## src/rtl/sensor_pkg.sv

```systemverilog
// Shared sensor constants: frame geometry, writer FSM encoding, register map.
// Latency: n/a (declarations only).
// Backpressure: n/a.
package sensor_pkg;

   localparam int FRAME_W = 24;
   localparam int ADDR_W  = 7;
   localparam int DATA_W  = 16;

   typedef enum logic [2:0] {
      ST_IDLE     = 3'd0,
      ST_CS_SETUP = 3'd1,
      ST_SHIFT    = 3'd2,
      ST_CS_HOLD  = 3'd3,
      ST_GAP      = 3'd4
   } state_t;

   // Sensor register addresses shared with the sequencing controller.
   localparam logic [ADDR_W-1:0] SNS_REG_ID       = 7'h05;
   localparam logic [ADDR_W-1:0] SNS_REG_CTRL     = 7'h12;
   localparam logic [ADDR_W-1:0] SNS_REG_CFG      = 7'h20;
   localparam logic [ADDR_W-1:0] SNS_REG_SOFT_RST = 7'h7F;

   // Wire order of a frame: R/W flag, address, data (MSB first on the pin).
   function automatic logic [FRAME_W-1:0] pack_frame(input logic              rw,
                                                     input logic [ADDR_W-1:0] addr,
                                                     input logic [DATA_W-1:0] data);
      return {rw, addr, data};
   endfunction

endpackage

```

## src/rtl/sensor_spi_writer_sclk_tick_gen.sv

```systemverilog
// SCLK phase tick: pulses on the last CLK of every CLK_DIV-cycle phase.
// Latency: tick is combinational from the count; first tick CLK_DIV cycles after enable.
// Backpressure: none; counter holds while disabled and is zeroed by clr_i.
module sclk_tick_gen #(
   parameter int CLK_DIV = 4
) (
   input  logic clk,
   input  logic reset,
   input  logic clr_i,
   input  logic en_i,
   output logic tick_o
);

   localparam logic [7:0] LAST = 8'(CLK_DIV - 1);

   logic [7:0] cnt_q, cnt_d;

   // Wrap at LAST while enabled; a frame start forces a clean phase alignment.
   always_comb begin
      cnt_d = cnt_q;
      if (clr_i) begin
         cnt_d = '0;
      end else if (en_i) begin
         cnt_d = (cnt_q == LAST) ? 8'd0 : cnt_q + 8'd1;
      end
   end

   // Phase counter register.
   always_ff @(posedge clk) begin
      if (reset) cnt_q <= '0;
      else       cnt_q <= cnt_d;
   end

   assign tick_o = en_i && (cnt_q == LAST);

endmodule

```

## src/rtl/sensor_spi_writer.sv

```systemverilog
// SPI mode-0 master issuing one 24-bit {rw, addr, data} frame per command.
// Latency: default timing holds CS_N low T+1..T+196, done at T+201 after acceptance at T.
// Backpressure: cmd_ready only in IDLE; next command may be taken in the done cycle.
module sensor_spi_writer
   import sensor_pkg::*;
#(
   parameter int CLK_DIV      = 4,
   parameter int CS_SETUP_CYC = 2,
   parameter int CS_HOLD_CYC  = 2,
   parameter int GAP_CYC      = 4
) (
   input  logic              clk,
   input  logic              reset,
   input  logic              cmd_valid,
   output logic              cmd_ready,
   input  logic              cmd_rw,
   input  logic [ADDR_W-1:0] cmd_addr,
   input  logic [DATA_W-1:0] cmd_data,
   output logic              busy,
   output logic              done,
   output logic [DATA_W-1:0] rd_data,
   output logic              spi_cs_n,
   output logic              spi_sclk,
   output logic              spi_mosi,
   input  logic              spi_miso
);

   localparam logic [7:0] SETUP_LAST = 8'(CS_SETUP_CYC - 1);
   localparam logic [7:0] HOLD_LAST  = 8'(CS_HOLD_CYC - 1);
   localparam logic [7:0] GAP_LAST   = 8'(GAP_CYC - 1);
   localparam logic [4:0] LAST_BIT   = 5'(FRAME_W - 1);

   state_t              state_q, state_d;
   logic [7:0]          cnt_q, cnt_d;
   logic [4:0]          bit_q, bit_d;
   logic [FRAME_W-1:0]  sh_q, sh_d;
   logic [DATA_W-1:0]   rx_q, rx_d;
   logic [DATA_W-1:0]   rd_q, rd_d;
   logic                rw_q, rw_d;
   logic                cs_n_q, cs_n_d;
   logic                sclk_q, sclk_d;
   logic                mosi_q, mosi_d;
   logic                done_q, done_d;
   logic                accept;
   logic                tick;

   // Ready is masked by reset so nothing can be taken while reset is held.
   assign cmd_ready = (state_q == ST_IDLE) && !reset;
   assign accept    = cmd_valid && cmd_ready;
   assign busy      = (state_q != ST_IDLE);

   sclk_tick_gen #(
      .CLK_DIV (CLK_DIV)
   ) u_tick (
      .clk    (clk),
      .reset  (reset),
      .clr_i  (accept),
      .en_i   (state_q == ST_SHIFT),
      .tick_o (tick)
   );

   // Next-state and registered-output logic for the frame sequencer.
   always_comb begin
      state_d = state_q;
      cnt_d   = cnt_q;
      bit_d   = bit_q;
      sh_d    = sh_q;
      rx_d    = rx_q;
      rd_d    = rd_q;
      rw_d    = rw_q;
      cs_n_d  = cs_n_q;
      sclk_d  = sclk_q;
      mosi_d  = mosi_q;
      done_d  = 1'b0;
      case (state_q)
         ST_IDLE: begin
            if (accept) begin
               sh_d    = pack_frame(cmd_rw, cmd_addr, cmd_data);
               rw_d    = cmd_rw;
               mosi_d  = sh_d[FRAME_W-1];
               cs_n_d  = 1'b0;
               cnt_d   = SETUP_LAST;
               bit_d   = '0;
               state_d = ST_CS_SETUP;
            end
         end
         ST_CS_SETUP: begin
            if (cnt_q == 8'd0) state_d = ST_SHIFT;
            else               cnt_d   = cnt_q - 8'd1;
         end
         ST_SHIFT: begin
            if (tick) begin
               if (!sclk_q) begin
                  // Rising edge: sample MISO with the edge the slave expects.
                  sclk_d = 1'b1;
                  rx_d   = {rx_q[DATA_W-2:0], spi_miso};
               end else begin
                  // Falling edge: next bit goes out, or the frame ends.
                  sclk_d = 1'b0;
                  if (bit_q == LAST_BIT) begin
                     mosi_d  = 1'b0;
                     cnt_d   = HOLD_LAST;
                     state_d = ST_CS_HOLD;
                  end else begin
                     bit_d  = bit_q + 5'd1;
                     sh_d   = {sh_q[FRAME_W-2:0], 1'b0};
                     mosi_d = sh_q[FRAME_W-2];
                  end
               end
            end
         end
         ST_CS_HOLD: begin
            if (cnt_q == 8'd0) begin
               cs_n_d  = 1'b1;
               cnt_d   = GAP_LAST;
               state_d = ST_GAP;
            end else begin
               cnt_d = cnt_q - 8'd1;
            end
         end
         ST_GAP: begin
            if (cnt_q == 8'd0) begin
               state_d = ST_IDLE;
               done_d  = 1'b1;
               if (rw_q) rd_d = rx_q;
            end else begin
               cnt_d = cnt_q - 8'd1;
            end
         end
         default: state_d = ST_IDLE;
      endcase
   end

   // State and pin registers; reset drops any frame in flight at once.
   always_ff @(posedge clk) begin
      if (reset) begin
         state_q <= ST_IDLE;
         cnt_q   <= '0;
         bit_q   <= '0;
         sh_q    <= '0;
         rx_q    <= '0;
         rd_q    <= '0;
         rw_q    <= 1'b0;
         cs_n_q  <= 1'b1;
         sclk_q  <= 1'b0;
         mosi_q  <= 1'b0;
         done_q  <= 1'b0;
      end else begin
         state_q <= state_d;
         cnt_q   <= cnt_d;
         bit_q   <= bit_d;
         sh_q    <= sh_d;
         rx_q    <= rx_d;
         rd_q    <= rd_d;
         rw_q    <= rw_d;
         cs_n_q  <= cs_n_d;
         sclk_q  <= sclk_d;
         mosi_q  <= mosi_d;
         done_q  <= done_d;
      end
   end

   assign spi_cs_n = cs_n_q;
   assign spi_sclk = sclk_q;
   assign spi_mosi = mosi_q;
   assign done     = done_q;
   assign rd_data  = rd_q;

endmodule

```

## config.mk

```make
export PLATFORM = sky130hd
export DESIGN_NAME = sensor_spi_writer
export DESIGN_NICKNAME = d
export VERILOG_FILES = /design/src/rtl/sensor_pkg.sv /design/src/rtl/sensor_spi_writer_sclk_tick_gen.sv /design/src/rtl/sensor_spi_writer.sv
export SDC_FILE = /design/constraint.sdc
export NUM_CORES = 1
export LEC_CHECK = 0
export ABC_AREA = 1
export CORE_MARGIN = 4
export CORE_UTILIZATION = 50
export DETAILED_ROUTE_END_ITERATION = 8
export PLACE_DENSITY = 0.74
export SETUP_SLACK_MARGIN = 0.02
export SLEW_MARGIN = 20
export SYNTH_ARGS = -nofsm -noshare
export SYNTH_HDL_FRONTEND = slang
export SYNTH_SLANG_ARGS = --single-unit
```

## constraint.sdc

```tcl
create_clock -name clk -period 5 [get_ports clk]
set_clock_uncertainty 0.15 [all_clocks]
set_input_delay 1.5 -clock clk [delete_from_list [all_inputs] [get_ports clk]]
set_output_delay 1.5 -clock clk [all_outputs]
set_load 0.1 [all_outputs]
```

==> results.json, run 1 <==
{
  "powerDensity_mw_per_mm2": 551,
  "synth_cell_types": 36,
  "initial_core_util": 0.516,
  "clock_tree_buffer_depth": 2,
  "maxClockFrequency_mhz": 249,
  "hold_path.class": "flop to flop",
  "synth_area_mm2": 0.00399,
  "max_cap_violations": 0,
  "yosysWarnings": 0,
  "compound_gate_fraction_of_synth_area": 0.212,
  "run_status": "completed",
  "cts.reportedPaths.clkPinSlew_ns": 0.09,
  "syn_inst": 533,
  "firstDrtPassIters": 6,
  "timing.critical_path.arrival_ns": 2.37,
  "post_synth_fa_ha_maj_area_fraction": 0.0126,
  "synth-seq-area-share": 0.422,
  "synth.area.mux_share": 0,
  "dieArea_mm2": 0.00947,
  "grt_pass1_vias": 3327,
  "setup_crit_end_kind": "output port",
  "synth.net_count": 565,
  "post_synth.cell_area_avg_um2": 7.48,
  "grt_start_max_net_pins": 54,
  "synthXorXnorAreaFrac": 0.00879,
  "drc_errors": 0,
  "setup-tns-final_ns": 0,
  "clock_sinks": 84,
  "finalWirelength_mm": 8.46,
  "h_tree_lvl_count": 3,
  "cts_buffers": 9,
  "tightestPinTransition_ns": 1.01,
  "kind_of_critical_path": "input pin to output port",
  "clock_tree_root": "sky130_fd_sc_hd__clkbuf_8",
  "final_nets": 604,
  "cp-startpoint": "reset",
  "timing.final.hold_violations": 0,
  "placement.cell_area_mm2": 0.00450,
  "most_common_cell_after_layout_fill_and_taps_aside": "sky130_fd_sc_hd__nand2_1",
  "final-max-slew-violation-count": 0,
  "drt_first_iter_violations": 160,
  "route.detailed.vias_per_inst": 5.13,
  "worst-endpoint-required_ns": 3.35,
  "timing.critical_path.fanout_max": 2,
  "finish.utilization": 0.612,
  "ctsHoldBuffers": 0,
  "first_pass_grt_wire_length_mm": 14.3,
  "gp_congestion": 0.830,
  "port_buffers": 49,
  "worst_ir_drop_vdd_mv": 0.200,
  "most-common-layout-cells": "sky130_fd_sc_hd__nand2_1, sky130_fd_sc_hd__dfxtp_1, sky130_fd_sc_hd__inv_1",
  "area.growth.synth_to_final_pct": 18.6,
  "synth.ff_latch_count": 84,
  "final_period_minus_worst_setup_slack_ns": 4.02,
  "post_cts.repair.setup_buffers": 0,
  "track_usage": 0.179,
  "placeableCoreArea_mm2": 0.00773,
  "route.detailed.wl_per_inst_um": 12.5,
  "synth_ff_type": "sky130_fd_sc_hd__dfxtp_1",
  "congestion_overflow_gr": 0,
  "cts_tree": "done",
  "die_h_um": 97.3,
  "fp.dieW_um": 97.3,
  "clk_latency_ns": 0.35,
  "post_cts_resize_count": 0,
  "drtAntennaViolNets": 0,
  "placement_rows": 32,
  "post_route_cells_drive_above_1_share": 0.107,
  "antenna_found_initial": 0,
  "worst_slew_margin_rel": 0.326,
  "timing.rr.start": "state_q[0]$_SDFFE_PP0P_",
  "via_count": 3482,
  "fin_hold_ws_ns": 0.305,
  "num_antenna_cells": 0,
  "stdcell_area_mm2": 0.00473,
  "synth_edf_count": 0,
  "dp.final_hpwl_mm": 5.83,
  "largest_family_of_logic_cells_by_synthesized_area": "simple AND/OR/NAND/NOR gates",
  "async_s_r_ff_share_synth": 0,
  "finalCritPeriodShare": 0.805,
  "simple_gate_portion_of_the_synthesized_area": 0.246,
  "num_io_pins": 50,
  "finalSetupViolCount": 0,
  "rsz0062_at_grt": "no",
  "p_leak_nw": 1.82,
  "worst_setup_path_start_kind": "input pin",
  "min-delay-start": "sh_q[16]$_SDFFE_PP0P_"
}
==> per-layer routing <==
layer  global-route usage  vias to the layer above  routed length, µm
li1                     -                     1822                  -
met1                0.223                     1586               3950
met2                0.305                       60               4020
met3               0.0373                       14                356
met4               0.0650                        0                136
met5                    0                        -                  0
==> registers in the layout, indices dropped and copies added, names as in the netlist <==
name	count
sh_q	23
bit_q	5
done	1
spi_sclk	1
spi_mosi	1
rd_data	16
u_tick.cnt_q	8
cnt_q	8
rw_q	1
rx_q	16
spi_cs_n	1
state_q	3
==> final timing paths <==
check | end | slack (ns) | depth (start not counted)
max reg2reg | rx_q[15]$_SDFFE_PP0P_ | 2.27 | 6
min | sh_q[16]$_SDFFE_PP0P_ | 0.30 | 2
min reg2reg | sh_q[16]$_SDFFE_PP0P_ | 0.30 | 2
max | cmd_ready | 0.98 | 3
==> cells by family after synthesis <==
group / Yosys count
fa+ha+maj: 4
compound gates: 142
flops: 84
simple gates: 207
xor+xnor: 4
buf+inv: 92
==> synth_stat cells, types with 2 or more instances <==
library cell,count,area (µm²)
sky130_fd_sc_hd__nor2_4,4,45.0
sky130_fd_sc_hd__inv_1,62,233
sky130_fd_sc_hd__clkbuf_1,9,33.8
sky130_fd_sc_hd__a211oi_1,2,15.0
sky130_fd_sc_hd__a21oi_1,52,260
sky130_fd_sc_hd__dfxtp_1,84,1680
sky130_fd_sc_hd__nand3_1,23,115
sky130_fd_sc_hd__inv_2,6,22.5
sky130_fd_sc_hd__nand2_1,93,349
sky130_fd_sc_hd__buf_6,4,45.0
sky130_fd_sc_hd__nand4_1,9,56.3
sky130_fd_sc_hd__buf_4,2,15.0
sky130_fd_sc_hd__buf_2,9,45.0
sky130_fd_sc_hd__nor2_1,52,195
sky130_fd_sc_hd__nor2_2,3,18.8
sky130_fd_sc_hd__xor2_1,4,35.0
sky130_fd_sc_hd__nor3_1,9,45.0
sky130_fd_sc_hd__o21ai_1,25,125
sky130_fd_sc_hd__o22ai_1,2,12.5
sky130_fd_sc_hd__o21ai_0,43,215
sky130_fd_sc_hd__ha_1,4,50.1
sky130_fd_sc_hd__a211oi_2,14,175
sky130_fd_sc_hd__nand2_4,2,22.5
sky130_fd_sc_hd__nand2_2,4,25.0
==> worst max-delay path: stages <==
cell,delay (ns)
sky130_fd_sc_hd__clkdlybuf4s50_1,0.41
sky130_fd_sc_hd__nor2_1,0.24
sky130_fd_sc_hd__buf_12,0.21
==> per-stage QoR <==
stage,worst slack [ns],total power [mW],std cells
after global placement,0.999,2.02,663
after floorplan,0.568,1.86,533
after detailed placement,0.941,2.06,663
after global routing,0.898,2.78,679
final,0.976,2.60,679
after CTS,0.973,2.62,679
==> power breakdown <==
group,switching (mW),internal (mW)
logic,0.820,0.339
clock network,0.259,0.290
registers,0.0778,0.819
==> final cells by class <==
type	count	area, µm²
clock buffers	9	124
clock inverters	7	106
fillers	693	3000
inverters	68	255
multi-input cells	357	1910
flip-flops and latches	84	1680
well taps	102	128
repair buffers	52	523
(Power assumes the default switching activity.)
==> run 2: changes to the inputs <==
==> constraint.sdc (replaced) <==
create_clock -name clk -period 3.9 [get_ports clk]
set_clock_uncertainty 0.15 [all_clocks]
set_input_delay 1.17 -clock clk [delete_from_list [all_inputs] [get_ports clk]]
set_output_delay 1.17 -clock clk [all_outputs]
set_load 0.1 [all_outputs]
==> results.json, run 2 (synthesized netlist as in run 1, its figures left out) <==
{
  "timing.critical_path.arrival_ns": 2.06,
  "placement_rows": 32,
  "clk_latency_ns": 0.34,
  "most_common_cell_after_layout_fill_and_taps_aside": "sky130_fd_sc_hd__nand2_1",
  "route.detailed.vias_per_inst": 5.08,
  "finalWirelength_mm": 8.18,
  "worst_ir_drop_vdd_mv": 0.291,
  "crit_slowest_cell": "sky130_fd_sc_hd__clkdlybuf4s50_1",
  "kind_of_critical_path": "input pin to output port",
  "clock_sinks": 84,
  "route.detailed.wl_per_inst_um": 12.0,
  "area.growth.synth_to_final_pct": 16.7,
  "congestion_overflow_gr": 0,
  "num_antenna_cells": 0,
  "layout.cells.non_filler": 680,
  "worst_path_largest_cell_delay_ns": 0.42,
  "setup-tns-final_ns": 0,
  "largest_register_ffs": 23,
  "seq_power_share": 0.356,
  "clkPwrFrac": 0.191,
  "tightestPinTransition_ns": 0.913,
  "post_route_cells_drive_above_1_share": 0.144,
  "hold_path.class": "flop to flop",
  "h_tree_lvl_count": 3,
  "switching_share": 0.449,
  "antenna_found_initial": 0,
  "cts_tree": "done",
  "power.switching_mw": 1.45,
  "worst_setup_path_start_kind": "input pin",
  "die_h_um": 97.3,
  "post_cts_resize_count": 0,
  "worst-endpoint-required_ns": 2.58,
  "powerDensity_mw_per_mm2": 694,
  "timing.final.hold_violations": 0,
  "fp.dieW_um": 97.3,
  "final_period_minus_worst_setup_slack_ns": 3.38,
  "timing.critical_path.fanout_max": 2,
  "initial_core_util": 0.516,
  "rsz0062_at_grt": "no",
  "placed_cells_incl_taps": 664,
  "num_io_pins": 50,
  "finalSetupViolCount": 0,
  "gp_congestion": 0.803,
  "firstDrtPassIters": 4,
  "setup_crit_end_kind": "output port",
  "run_status": "completed",
  "ctsHoldBuffers": 0,
  "grt_pass1_vias": 3202,
  "via_count": 3453,
  "combinationalPowerShare": 0.453,
  "drt_first_iter_violations": 169,
  "port_buffers": 49,
  "p_leak_nw": 1.84,
  "track_usage": 0.175,
  "drtAntennaViolNets": 0,
  "dp.final_hpwl_mm": 5.57,
  "cts_buffers": 9,
  "placeableCoreArea_mm2": 0.00773,
  "max_cap_violations": 0,
  "grt_start_max_net_pins": 54,
  "clock_tree_root": "sky130_fd_sc_hd__clkbuf_8",
  "cts.reportedPaths.clkPinSlew_ns": 0.09,
  "finalCritPeriodShare": 0.868,
  "clock_tree_buffer_depth": 2,
  "maxClockFrequency_mhz": 296,
  "most-common-layout-cells": "sky130_fd_sc_hd__nand2_1, sky130_fd_sc_hd__dfxtp_1, sky130_fd_sc_hd__inv_1",
  "worst_slew_margin_rel": 0.390,
  "dieArea_mm2": 0.00947,
  "crit_path_cell_trace": "clkdlybuf4s50_1 > nor2_1 > buf_12",
  "first_pass_grt_wire_length_mm": 14.2,
  "post_cts.repair.setup_buffers": 0,
  "final_nets": 605,
  "largest_register": "sh_q",
  "final-max-slew-violation-count": 0,
  "p_int_mw": 1.78,
  "drc_errors": 0
}
run 2: changes by cell type in the layout (fill, tap and decap cells not counted), sizes merged:
| cell | delta |
|---|---|
| buf | +22 |
| clkdlybuf4s50 | -21 |
| bufinv | -1 |
| clkbuf | +1 |
| clkinvlp | +1 |
| inv | -1 |
run 2: final timing paths:
| path | from | to | slack (ns) | cells past startpoint |
|---|---|---|---|---|
| max | reset | cmd_ready | 0.52 | 3 |
| min | sh_q[6]$_SDFFE_PP0P_ | sh_q[6]$_SDFFE_PP0P_ | 0.30 | 2 |
| max reg2reg | state_q[2]$_SDFFE_PP0P_ | bit_q[4]$_SDFFE_PP0P_ | 1.42 | 9 |
| min reg2reg | sh_q[6]$_SDFFE_PP0P_ | sh_q[6]$_SDFFE_PP0P_ | 0.30 | 2 |
run 2: worst max-delay path, delay by kind of cell:
| kind | cells | cell delay (ns) |
|---|---|---|
| buffers and inverters | 2 | 0.64 |
| AND/OR/NAND/NOR | 1 | 0.26 |
run 2: per-layer routing:
layer,GRT usage,vias up,part of all wire
li1,-,1824,-
met1,0.222,1567,0.47
met2,0.292,55,0.48
met3,0.0373,7,0.044
met4,0.0618,0,0.011
met5,0,-,0
run 2: stage by stage:
stage               setup WS, ns  power, mW  cell area, µm²  hold slack [ns]  utilization
floorplan                  0.128       2.38            3990            0.275            -
global placement           0.557       2.60            4450            0.284        0.576
detailed placement         0.517       2.63            4450            0.291        0.576
CTS                        0.519       3.25            4650            0.305        0.602
global route               0.479       3.48            4650            0.326        0.602
finish                     0.516       3.23            4650            0.303        0.602
run 2: power groups by stage:
stage	sequential, mW	combinational, mW	clock [mW]
CTS	1.15	1.47	0.634
global route	1.17	1.65	0.665
detailed placement	1.17	1.46	0
floorplan	1.28	1.11	0
global placement	1.16	1.44	0
finish	1.15	1.46	0.617
run 2: final cells by class:
class / count / area, µm²
inverter: 68 / 255
clock inverter: 6 / 70.1
tap: 102 / 128
multi-input combinational: 357 / 1910
timing repair buffer: 53 / 478
fill: 696 / 3080
clock buffer: 10 / 128
sequential: 84 / 1680
==> run 3: changes to the inputs <==
--- a/config.mk
+++ b/config.mk
@@ -9,6 +9,7 @@
 export CORE_MARGIN = 4
 export CORE_UTILIZATION = 50
 export DETAILED_ROUTE_END_ITERATION = 8
+export GPL_ROUTABILITY_DRIVEN = 1
 export PLACE_DENSITY = 0.74
 export SETUP_SLACK_MARGIN = 0.02
 export SLEW_MARGIN = 20
==> results of run 3 <==
Same layout as run 2: the final DEF is identical, and so are final timing and power.
